$ cat src/rtl/hazard_detection_unit.sv
// -----------------------------------------------------------------------------
// hazard_detection_unit
//
// Decode-stage pipeline controller, placed directly upstream of forwarding_unit.
// Handles the hazards that operand forwarding cannot resolve:
//   - load-use          : load in EX, consumer in ID            (cause 01)
//   - branch-after-load : load in MEM, ID-compared branch in ID  (cause 10)
//   - data-memory wait  : whole pipe frozen while dmem not ready (cause 11)
// It also holds fetch for RESET_HOLD cycles after reset release and runs a
// watchdog over consecutive data-memory stall cycles.
//
// Optional feature: define HAZARD_PERF_CNT_EN to add three stall-cause
// performance counters (o_cnt_load_use, o_cnt_branch_load, o_cnt_dmem).
//
// Ports:
//   i_clk, i_rst          clock (rising edge), asynchronous active-high reset
//   i_if_id_*             instruction in ID: valid, rs1/rs2, rs use flags,
//                         branch-compared-in-ID flag
//   i_branch_taken        ID branch resolved taken this cycle
//   i_id_ex_mem_read/rd   instruction in EX is a load / its destination
//   i_ex_mem_mem_read/rd  instruction in MEM is a load / its destination
//   i_dmem_stall          data memory not ready this cycle
//   o_pc_write            PC update enable
//   o_if_id_write         IF/ID register enable
//   o_if_id_flush         squash IF/ID on a taken branch
//   o_id_ex_bubble        load a NOP into ID/EX
//   o_freeze              hold ID/EX, EX/MEM, MEM/WB
//   o_stall_cause         00 none, 01 load-use, 10 branch-load, 11 dmem/reset
//   o_freeze_timeout      sticky watchdog flag, cleared only by reset
//   o_cnt_*               per-cause stall-cycle counters (optional)
// -----------------------------------------------------------------------------
`default_nettype none

module hazard_detection_unit #(
    parameter int unsigned NB_OPERAND = 5,
    parameter int unsigned RESET_HOLD = 4,
    parameter int unsigned MAX_FREEZE = 255
`ifdef HAZARD_PERF_CNT_EN
    ,
    parameter int unsigned NB_CNT     = 32
`endif
) (
    input  logic                  i_clk,
    input  logic                  i_rst,
    input  logic                  i_if_id_valid,
    input  logic [NB_OPERAND-1:0] i_if_id_rs1,
    input  logic [NB_OPERAND-1:0] i_if_id_rs2,
    input  logic                  i_if_id_use_rs1,
    input  logic                  i_if_id_use_rs2,
    input  logic                  i_if_id_is_branch,
    input  logic                  i_branch_taken,
    input  logic                  i_id_ex_mem_read,
    input  logic [NB_OPERAND-1:0] i_id_ex_rd,
    input  logic                  i_ex_mem_mem_read,
    input  logic [NB_OPERAND-1:0] i_ex_mem_rd,
    input  logic                  i_dmem_stall,
    output logic                  o_pc_write,
    output logic                  o_if_id_write,
    output logic                  o_if_id_flush,
    output logic                  o_id_ex_bubble,
    output logic                  o_freeze,
    output logic [1:0]            o_stall_cause,
    output logic                  o_freeze_timeout
`ifdef HAZARD_PERF_CNT_EN
    ,
    output logic [NB_CNT-1:0]     o_cnt_load_use,
    output logic [NB_CNT-1:0]     o_cnt_branch_load,
    output logic [NB_CNT-1:0]     o_cnt_dmem
`endif
);

    // -------------------------------------------------------------------------
    // Local constants
    // -------------------------------------------------------------------------
    localparam int unsigned      FRZ_W     = $clog2(MAX_FREEZE + 1);
    localparam logic [FRZ_W-1:0] FRZ_MAX   = FRZ_W'(MAX_FREEZE);
    localparam logic [FRZ_W-1:0] FRZ_ONE   = FRZ_W'(1);
    localparam logic [3:0]       HOLD_INIT = 4'(RESET_HOLD - 1);

    localparam logic [1:0] CAUSE_NONE = 2'b00;
    localparam logic [1:0] CAUSE_LU   = 2'b01;
    localparam logic [1:0] CAUSE_BL   = 2'b10;
    localparam logic [1:0] CAUSE_DMEM = 2'b11;

    typedef enum logic [1:0] {
        S_HOLD,
        S_RUN,
        S_FREEZE
    } state_e;

    // -------------------------------------------------------------------------
    // State
    // -------------------------------------------------------------------------
    state_e           state_q, state_d;
    logic [3:0]       hold_q, hold_d;
    logic [FRZ_W-1:0] frz_q, frz_d;
    logic             timeout_q, timeout_d;

    // -------------------------------------------------------------------------
    // Hazard detection
    // -------------------------------------------------------------------------
    // A producer only matters if it writes a real register and the valid
    // instruction in ID actually reads that register through a used port.
    function automatic logic rd_match(
        input logic [NB_OPERAND-1:0] rd,
        input logic                  valid,
        input logic                  use_rs1,
        input logic [NB_OPERAND-1:0] rs1,
        input logic                  use_rs2,
        input logic [NB_OPERAND-1:0] rs2
    );
        return (rd != '0) && valid &&
               ((use_rs1 && (rd == rs1)) || (use_rs2 && (rd == rs2)));
    endfunction

    logic lu_hit;
    logic bl_hit;

    assign lu_hit = i_id_ex_mem_read &&
                    rd_match(i_id_ex_rd, i_if_id_valid, i_if_id_use_rs1, i_if_id_rs1,
                             i_if_id_use_rs2, i_if_id_rs2);

    // Only branches compared in ID need the loaded value a stage early; ALU
    // results sitting in EX/MEM are handled by forwarding_unit.
    assign bl_hit = i_if_id_is_branch && i_ex_mem_mem_read &&
                    rd_match(i_ex_mem_rd, i_if_id_valid, i_if_id_use_rs1, i_if_id_rs1,
                             i_if_id_use_rs2, i_if_id_rs2);

    // -------------------------------------------------------------------------
    // Next-state logic
    // -------------------------------------------------------------------------
    always_comb begin
        state_d   = state_q;
        hold_d    = hold_q;
        frz_d     = frz_q;
        timeout_d = timeout_q;

        unique case (state_q)
            S_HOLD: begin
                if (hold_q == 4'd0) begin
                    state_d = S_RUN;
                end else begin
                    hold_d = hold_q - 4'd1;
                end
            end
            S_RUN: begin
                // The cycle that enters the freeze is itself the first stall
                // cycle, so the watchdog starts counting at one.
                if (i_dmem_stall) begin
                    state_d = S_FREEZE;
                    frz_d   = FRZ_ONE;
                end
            end
            S_FREEZE: begin
                if (i_dmem_stall) begin
                    if (frz_q != FRZ_MAX) begin
                        frz_d = frz_q + FRZ_ONE;
                    end
                end else begin
                    state_d = S_RUN;
                    frz_d   = '0;
                end
            end
            default: begin
                state_d = S_HOLD;
                hold_d  = HOLD_INIT;
                frz_d   = '0;
            end
        endcase

        // Flag only; the freeze itself is kept until memory is ready.
        if ((state_q != S_HOLD) && i_dmem_stall && (frz_d == FRZ_MAX)) begin
            timeout_d = 1'b1;
        end
    end

    always_ff @(posedge i_clk or posedge i_rst) begin
        if (i_rst) begin
            state_q   <= S_HOLD;
            hold_q    <= HOLD_INIT;
            frz_q     <= '0;
            timeout_q <= 1'b0;
        end else begin
            state_q   <= state_d;
            hold_q    <= hold_d;
            frz_q     <= frz_d;
            timeout_q <= timeout_d;
        end
    end

    // -------------------------------------------------------------------------
    // Output decode
    // -------------------------------------------------------------------------
    // RUN and FREEZE share one priority decode: in FREEZE with memory ready the
    // outputs are already those of RUN on that same cycle. A taken branch is
    // dropped under any stall; it stays in ID and resolves again later.
    always_comb begin
        o_pc_write     = 1'b0;
        o_if_id_write  = 1'b0;
        o_if_id_flush  = 1'b0;
        o_id_ex_bubble = 1'b1;
        o_freeze       = 1'b0;
        o_stall_cause  = CAUSE_DMEM;

        if (state_q != S_HOLD) begin
            if (i_dmem_stall) begin
                o_id_ex_bubble = 1'b0;
                o_freeze       = 1'b1;
                o_stall_cause  = CAUSE_DMEM;
            end else if (lu_hit) begin
                o_stall_cause  = CAUSE_LU;
            end else if (bl_hit) begin
                o_stall_cause  = CAUSE_BL;
            end else begin
                o_pc_write     = 1'b1;
                o_if_id_write  = 1'b1;
                o_if_id_flush  = i_branch_taken;
                o_id_ex_bubble = 1'b0;
                o_stall_cause  = CAUSE_NONE;
            end
        end
    end

    assign o_freeze_timeout = timeout_q;

`ifdef HAZARD_PERF_CNT_EN
    // -------------------------------------------------------------------------
    // Stall-cause performance counters (wrap naturally)
    // -------------------------------------------------------------------------
    localparam logic [NB_CNT-1:0] CNT_ONE = NB_CNT'(1);

    logic [NB_CNT-1:0] cnt_lu_q, cnt_lu_d;
    logic [NB_CNT-1:0] cnt_bl_q, cnt_bl_d;
    logic [NB_CNT-1:0] cnt_dm_q, cnt_dm_d;

    always_comb begin
        cnt_lu_d = cnt_lu_q;
        cnt_bl_d = cnt_bl_q;
        cnt_dm_d = cnt_dm_q;
        // Cause 11 during the post-reset hold is not a memory stall.
        if (state_q != S_HOLD) begin
            unique case (o_stall_cause)
                CAUSE_LU:   cnt_lu_d = cnt_lu_q + CNT_ONE;
                CAUSE_BL:   cnt_bl_d = cnt_bl_q + CNT_ONE;
                CAUSE_DMEM: cnt_dm_d = cnt_dm_q + CNT_ONE;
                default:    ;
            endcase
        end
    end

    always_ff @(posedge i_clk or posedge i_rst) begin
        if (i_rst) begin
            cnt_lu_q <= '0;
            cnt_bl_q <= '0;
            cnt_dm_q <= '0;
        end else begin
            cnt_lu_q <= cnt_lu_d;
            cnt_bl_q <= cnt_bl_d;
            cnt_dm_q <= cnt_dm_d;
        end
    end

    assign o_cnt_load_use    = cnt_lu_q;
    assign o_cnt_branch_load = cnt_bl_q;
    assign o_cnt_dmem        = cnt_dm_q;
`endif

endmodule

`default_nettype wire
$ cat config.mk
export PLATFORM = sky130hd
export DESIGN_NAME = hazard_detection_unit
export DESIGN_NICKNAME = d
export VERILOG_FILES = /design/src/rtl/hazard_detection_unit.sv
export SDC_FILE = /design/constraint.sdc
export NUM_CORES = 1
export LEC_CHECK = 0
export CORE_ASPECT_RATIO = 0.7
export CORE_MARGIN = 2
export CORE_UTILIZATION = 47
export CTS_CLUSTER_DIAMETER = 100
export CTS_CLUSTER_SIZE = 25
export DETAILED_ROUTE_END_ITERATION = 6
export PLACE_DENSITY = 0.79
export SLEW_MARGIN = 20
export SYNTH_ARGS = -nofsm -noshare
export SYNTH_HDL_FRONTEND = slang
export SYNTH_SLANG_ARGS = --single-unit
$ cat constraint.sdc
create_clock -name i_clk -period 2.7 [get_ports i_clk]
set_input_delay 0.405 -clock i_clk [delete_from_list [all_inputs] [get_ports i_clk]]
set_output_delay 0.405 -clock i_clk [all_outputs]
set_load 0.005 [all_outputs]
Word-level counts from Yosys, hierarchy flattened

Index checks and enable logic that the tools add are counted.
W data, S select, Z words.

Output and inout port bits: 8
Bits in registers: 15

Bitwise gates (word level): 1
Equal/unequal tests: 12
Add/sub/neg operators: 2
Reduce and logical (&&, ||, !) cells: 23
Mux-type cells: 28

Operator list:

| operator              | count |
|---|---|
| $mux W8               | 3 |
| $pmux W8 S3           | 1 |
| $eq A5 B5 Y1          | 4 |
| $mux W1               | 14 |
| $mux W2               | 7 |
| $logic_and A1 B1 Y1   | 13 |
| $reduce_bool A5 Y1    | 2 |
| $add A8 B1 Y8 const B | 1 |
| $eq A8 B8 Y1 const B  | 1 |
| $ne A2 B2 Y1 const B  | 4 |
| $ne A8 B8 Y1 const B  | 1 |
| $pmux W4 S2           | 1 |
| $pmux W2 S3           | 1 |
| $logic_not A4 Y1      | 1 |
| $mux W4               | 1 |
| $sub A4 B1 Y4 const B | 1 |
| $reduce_and A3 Y1     | 1 |
| $eq A2 B1 Y1 const B  | 1 |
| $eq A2 B2 Y1 const B  | 1 |
| $logic_not A2 Y1      | 1 |
| $logic_or A1 B1 Y1    | 2 |
| $reduce_and A2 Y1     | 1 |
| $reduce_bool A2 Y1    | 1 |
| $reduce_or A2 Y1      | 1 |
| $not A1 Y1            | 1 |

Longest topological paths before layout

Gate-level depths: netlist of run 1.

Depth after elaboration: 9
Gate-level depth with buffers: 8

Worst setup path before layout of run 1

OpenSTA, ideal clock, no wires.

Path kind: input port to output port
Start: input port i_ex_mem_rd[1]
End: output port o_if_id_flush
Setup slack: 0.748 ns
Arrival time: 1.547 ns
Data required time: 2.295 ns
Stages on the path: 5
Buffers on the path: 0
Cell sequence: or4_1 o2111ai_1 a21o_1 and3_1 and2_1

Word-level cells in the longest chain between the ends: 9
Elaborated cells between the ends (all ways): 13

RTL lines:

| element                 | RTL line | text |
|---|---|---|
| start: declaration      | 55       | `input logic [NB_OPERAND-1:0] i_ex_mem_rd,` |
| $eq A5 B5 Y1            | 113      | `((use_rs1 && (rd == rs1)) \|\| (use_rs2 && (rd == rs2)));` |
| $logic_and A1 B1 Y1     | 113      |  |
| $logic_or A1 B1 Y1      | 113      |  |
| $logic_and A1 B1 Y1 (*) | 112      | `return (rd != '0) && valid &&` |
| $logic_and A1 B1 Y1 (*) | 125      | `assign bl_hit = i_if_id_is_branch && i_ex_mem_mem_read &&` |
| $mux W1 (*)             | 212      | `end else if (bl_hit) begin` |
| $mux W1 (*)             | 210      | `end else if (lu_hit) begin` |
| $mux W1 (*)             | 206      | `if (i_dmem_stall) begin` |
| $mux W1 (*)             | 205      | `if (state_q != S_HOLD) begin` |
| end: declaration        | 59       | `output logic o_if_id_flush,` |

Mark *: on every way between the ends. The rest lies on a longest branch, timed or not.

Final worst setup path of run 1

Start: input port i_id_ex_rd[2]
End: output port o_if_id_write

Word-level cells in the longest chain between the ends: 8
Elaborated cells between the ends (all ways): 12

RTL lines:

| element                 | RTL line | text |
|---|---|---|
| start: declaration      | 53       | `input logic [NB_OPERAND-1:0] i_id_ex_rd,` |
| $eq A5 B5 Y1            | 113      |  |
| $logic_and A1 B1 Y1     | 113      |  |
| $logic_or A1 B1 Y1      | 113      |  |
| $logic_and A1 B1 Y1 (*) | 112      |  |
| $logic_and A1 B1 Y1 (*) | 119      | `assign lu_hit = i_id_ex_mem_read &&` |
| $mux W1 (*)             | 210      |  |
| $mux W1 (*)             | 206      |  |
| $mux W1 (*)             | 205      |  |
| end: declaration        | 58       | `output logic o_if_id_write,` |

Marked as above.

==> results of run 1 <==
[per-layer routing]
metal / vias to the layer above / GRT usage / wire length [um]
met3: 4 / 0.03256 / 191
met2: 49 / 0.3647 / 1638
li1: 659 / - / -
met1: 618 / 0.3303 / 1560
met4: 0 / 0.05442 / 36
met5: - / 0 / 0
[worst register-to-register path: stages, from the launching register on]
cell       delay (ns)
dfrtp_1          0.46
ha_1             0.25
and2_1           0.22
nand3_1          0.18
a2111oi_0        0.40
nand3_1          0.18
o41ai_2          0.34
[final cells by class]
type	count	share of cell area
repair buffers	46	0.2362
clock buffers	4	0.02457
flip-flops and latches	15	0.2061
well taps	36	0.02457
multi-input cells	126	0.4881
inverters	10	0.02048
[path summary, 6_finish.rpt]
path | to | slack (ns) | cells past startpoint
setup / recovery | o_if_id_write | 0.07 | 6
hold / removal | o_freeze_timeout$_DFFE_PP0P_ | 0.48 | 2
setup reg to reg | o_freeze_timeout$_DFFE_PP0P_ | 0.57 | 6
hold reg to reg | o_freeze_timeout$_DFFE_PP0P_ | 0.48 | 2
max in group asynchronous | hold_q[2]$_DFFE_PP0P_ | 1.81 | 2
min in group asynchronous | frz_q[3]$_DFF_PP0_ | 0.51 | 2
[where the power goes]
part | switching [W] | internal (W) | total, W
clock network | 0.0000779 | 0.000104 | 0.000182
logic | 0.000329 | 0.000280 | 0.000609
registers | 0.0000426 | 0.000277 | 0.000319
[cell families after synthesis]
group | count (synthesis) | share of synthesized area
DFF | 15 | 0.2863
AOI/OAI and AO/OA | 41 | 0.2152
and+or+nand+nor | 56 | 0.2341
buffers and inverters | 16 | 0.05213
xor gates and xnor gates | 22 | 0.1460
adders and majority gates | 7 | 0.06635
[cells in the final DEF, fill, tap and decap left out, drive strengths merged, types with 2 or more instances in the layout]
cell	count
xnor2	6
o41ai	2
a21o	2
dfstp	2
inv	10
a31oi	2
nand3	9
nor2	10
a21oi	10
dfrtp	13
nor2b	4
o31ai	4
a22oi	2
nand2	13
ha	7
dlygate4sd2	14
or3	2
buf	9
or4	2
dlymetal6s2s	5
nor4	5
o21ai	9
clkbuf	4
clkdlybuf4s50	18
and3	3
and2	3
xor2	16
[flip-flops by register name, summed over array words and instances (netlist names)]
name / cells
frz_q: 8
state_q: 2
o_freeze_timeout: 1
hold_q: 4
[timing repair]
action	CTS	global route
resized for setup	16	7
hold buffers	0	0
buffers inserted	0	0
endpoints found under the setup margin	6	4
pin swaps	5	8
[per-stage QoR]
| step | power, W | setup slack [ns] |
|---|---|---|
| finish | 0.001111 | 0.06823 |
| global placement | 0.0009154 | -0.2420 |
| global route | 0.001216 | 0.005566 |
| CTS | 0.001111 | 0.01393 |
| detailed placement | 0.0009388 | -0.2704 |
| floorplan | 0.0007041 | 0.7485 |
==> reports/metrics.yaml, run 1 <==
status: "finished, final reports clean"
firstDrtPassIters: 4
drive_gt1_frac: 0.1343
final_util: 0.6683
cts_tree: "yes"
dieArea_um2: 3255
synthesis.nets: 194
path_cells: "dlygate4sd2_1 > or4_1 > o211ai_1 > a21o_1 > and3_4 > clkdlybuf4s50_1"
ys_types: 46
die_x_um: 67.34
design_area_um2: 1833
synthTopCellsByCount: "xor2_1 (16), dfrtp_1 (13), nand2_1 (12)"
ys_ff_latch: 15
crit-reg2reg-launch: "frz_q[0]$_DFF_PP0_"
rsz0062_at_grt: "no"
finalCritPeriodShare: 0.9747
async_reset_ff_frac: 1.000
yosysMostFrequentCell: "xor2_1"
synth_cells: 157
via_per_inst: 5.612
hold_viol: 0
ir_worst_vdd_mv: 0.4911
worst_clock_skew_ns: 0.006869
via_count: 1330
end_kind: "primary output"
yosys_warnings: 0
io_buffers: 37
startpoint: "i_id_ex_rd[2]"
grt_antenna_before_repair: 0
critPathMaxFanout: 4
cts.path.max_buffers: 2
clk_pin_slew_worst_paths_ns: 0.06
wire_per_inst_um: 14.46
slew_headroom: 0.6164
crit_required_ns: 2.30
area_growth_pct: 38.86
hp-start: "o_freeze_timeout$_DFFE_PP0P_"
fillers: 222
maxCapViolCount: 0
cp.buffers_inverters: 2
dpl.hpwl_um: 2623
max_freq_ghz: 0.3800
grt_max_degree: 16
synth_area_um2: 1320
cp_slowest_cell: "or4_1"
grt_overflow_total: 0
arrival_ns: 2.23
ioPinCount: 38
clk_latency_ns: 0.25
power_leakage_nw: 0.8043
synth_top_cell_by_area: "dfrtp_1"
layout.nets: 239
dpl_cell_area_um2: 1772
start_util: 0.4813
coreArea_um2: 2743
worstSetupPathType: "input pin to primary output"
multiInputGateArea_um2: 894.6
clock-sinks: 15
synth-edff-count: 0
wl_um: 3427
grt_pass1_wl_um: 5844
dieHeight_um: 48.34
start_kind: "input pin"
cts_max_level: 1
syn_avg_cell_area_um2: 8.408
row_count: 16
slew_viol_final: 0
seq_area_frac_synth: 0.2863
place.gp.congestion: 0.9149
max_stage_delay_ns: 0.54
drcViolationCount: 0
fin_setup_tns_ns: 0
power_density_nw_per_um2: 605.9
post-route-min-period_ns: 2.632
drtIter0Drc: 32
seqCellArea_um2: 377.9
track_usage: 0.2297
synth_ff_type: "dfrtp_1"
dp.cells: 233
setup_viol: 0
ys_top_cells_by_area: "dfrtp_1 (25%), xor2_1 (11%), ha_1 (6.6%)"
hold_class: "register to register"
finalNonFillerCells: 237
clock-root-buffer: "clkbuf_8"
diodes: 0
ant_nets: 0
tightestPinTransition_ns: 0.5748
timing.hold.ws_ns: 0.4818
cts_inserted_buffers: 3
grt_pass1_vias: 1302
synth_top_area_share: 0.2464
crit_family: "buffers and inverters"
No activity file was read; power rests on OpenSTA's default activity.
==> run 2: changes to the inputs <==
- CTS_CLUSTER_DIAMETER: 100 -> 120
- TNS_END_PERCENT: unset -> 20
==> run 2 against run 1 <==
Via count down 1.1%. Global-route usage up 0.097 points. Non-clock buffer count unchanged. Critical path type unchanged. Largest cell class unchanged. Largest power group unchanged.
==> reports/metrics.yaml, run 2 (synthesis gave the netlist of run 1 again) <==
dpl.hpwl_um: 2623  # unchanged
fin_setup_tns_ns: 0  # unchanged
layout.nets: 239  # unchanged
layout_common_cells: "xor2_1 (16), clkdlybuf4s50_1 (16), dfrtp_1 (13), nand2_1 (12), dlymetal6s2s_1 (11)"  # was clkdlybuf4s50_1 (18), xor2_1 (16), dlygate4sd2_1 (14), dfrtp_1 (13), nand2_1 (12)
place.gp.congestion: 0.9149  # unchanged
post-cts-setup-buffer-count: 0  # unchanged
rsz0062_at_grt: "yes"  # was no
worst_clock_skew_ns: 0.006813  # was 0.006869 ns
p_total_w: 0.001107  # was 0.001111 W
largest_register_ffs: 8  # unchanged
finalCritPeriodShare: 0.9751  # was 0.9747
clock-sinks: 15  # unchanged
end_kind: "primary output"  # unchanged
setup_viol: 0  # unchanged
ioPinCount: 38  # unchanged
wl_um: 3361  # was 3427 um
cts_inserted_buffers: 3  # unchanged
cts_tree: "yes"  # unchanged
crit_required_ns: 2.30  # about the same
max_freq_ghz: 0.3798  # was 0.3800 GHz
dieHeight_um: 48.34  # unchanged
clk_pin_slew_worst_paths_ns: 0.06  # about the same
grt_max_degree: 16  # unchanged
firstDrtPassIters: 4  # unchanged
coreArea_um2: 2743  # unchanged
track_usage: 0.2307  # was 0.2297
drtIter0Drc: 39  # was 32
grt_pass1_vias: 1310  # was 1302
hold_buffers: 0  # unchanged
max_stage_delay_ns: 0.53  # was 0.54 ns
final_util: 0.6724  # was 0.6683
status: "finished, final reports clean"  # unchanged
grt_overflow_total: 0  # unchanged
grt_pass1_wl_um: 5871  # was 5844 um
diodes: 0  # unchanged
hold_viol: 0  # unchanged
crit_family: "simple AND/OR/NAND/NOR gates"  # was buffers and inverters
arrival_ns: 2.23  # about the same
finalWorstSetupSlack_ns: 0.06717  # was 0.06823 ns
slew_viol_final: 0  # unchanged
row_count: 16  # unchanged
io_buffers: 37  # unchanged
place_ws_ns: -0.2704  # unchanged
cp.buffers_inverters: 2  # unchanged
cp_slowest_cell: "or4_1"  # unchanged
power_leakage_nw: 0.8534  # was 0.8043 nW
die_x_um: 67.34  # unchanged
area_growth_pct: 39.72  # was 38.86%
wire_per_inst_um: 14.18  # was 14.46 um
slew_headroom: 0.6170  # was 0.6164
ir_worst_vdd_mv: 0.4912  # was 0.4911 mV
maxCapViolCount: 0  # unchanged
cts.path.max_buffers: 2  # unchanged
ant_nets: 0  # unchanged
start_kind: "input pin"  # unchanged
drive_gt1_frac: 0.1244  # was 0.1343
hold_class: "register to register"  # unchanged
post-route-min-period_ns: 2.633  # was 2.632 ns
dieArea_um2: 3255  # unchanged
timing.hold.ws_ns: 0.4804  # was 0.4818 ns
tightestPinTransition_ns: 0.5738  # was 0.5748 ns
largest-register: "frz_q"  # unchanged
fillers: 216  # was 222
via_per_inst: 5.549  # was 5.612
path_cells: "clkdlybuf4s50_1 > or4_1 > o211ai_1 > a21o_1 > a21oi_1 > or2_2 > clkdlybuf4s15_1"  # was dlygate4sd2_1 > or4_1 > o211ai_1 > a21o_1 > and3_4 > clkdlybuf4s50_1
critPathMaxFanout: 4  # unchanged
worstSetupPathType: "input pin to primary output"  # unchanged
via_count: 1315  # was 1330
cts_max_level: 1  # unchanged
grt_antenna_before_repair: 0  # unchanged
start_util: 0.4813  # unchanged
power_density_nw_per_um2: 600.5  # was 605.9 nW/um^2
drcViolationCount: 0  # unchanged
clock-root-buffer: "clkbuf_8"  # unchanged
reg_top3: "frz_q (8), hold_q (4), state_q (2)"  # unchanged
clk_latency_ns: 0.25  # about the same
-- run 2: metrics by stage --
stage,cells,cell area (um^2)
floorplan,157,1320
global placement,233,1772
detailed placement,233,1772
CTS,237,1815
global route,237,1844
finish,237,1844
-- run 2: cell type report --
class / count / area (um^2) / area share
Multi-Input combinational cell: 126 / 884.6 / 0.4796
Timing Repair Buffer: 46 / 454.2 / 0.2463
Sequential cell: 15 / 377.9 / 0.2049
Clock buffer: 4 / 45.04 / 0.02442
Tap cell: 36 / 45.04 / 0.02442
Inverter: 10 / 37.54 / 0.02035
-- run 2: worst min-delay path, stage by stage (launching register included) --
cell and delay, ns:
dfrtp_1 0.35, inv_1 0.05, o41ai_2 0.04
-- run 2: timing repair --
| item | 4_1_cts | 5_1_grt |
|---|---|---|
| setup endpoints to repair | 6 | 3 |
| hold endpoints to repair | 0 | 0 |
| resized for setup | 12 | 12 |
| pin swaps | 2 | 10 |
-- run 2: where the power goes --
group          internal [W]  total, W  switching (W)
Sequential         0.000277  0.000320      0.0000429
Combinational      0.000277  0.000605       0.000329
Clock              0.000104  0.000182      0.0000779
Total              0.000658   0.00111       0.000449
-- run 2: worst paths after layout --
check / startpoint / end / slack (ns) / depth (start not counted)
setup / recovery: i_id_ex_rd[1] / o_id_ex_bubble / 0.07 / 7
max in group asynchronous: i_rst / hold_q[0]$_DFFE_PP1P_ / 1.81 / 2
setup reg to reg: frz_q[0]$_DFF_PP0_ / o_freeze_timeout$_DFFE_PP0P_ / 0.56 / 6
hold / removal: o_freeze_timeout$_DFFE_PP0P_ / o_freeze_timeout$_DFFE_PP0P_ / 0.48 / 2
hold reg to reg: o_freeze_timeout$_DFFE_PP0P_ / o_freeze_timeout$_DFFE_PP0P_ / 0.48 / 2
min in group asynchronous: i_rst / frz_q[3]$_DFF_PP0_ / 0.51 / 2
-- run 2: routing by layer --
layer | GRT usage | part of all wire | up-vias
met5 | 0 | 0 | -
met4 | 0.05442 | 0.0068 | 0
met3 | 0.03256 | 0.057 | 4
met2 | 0.3680 | 0.47 | 48
met1 | 0.3303 | 0.47 | 604
li1 | - | - | 659
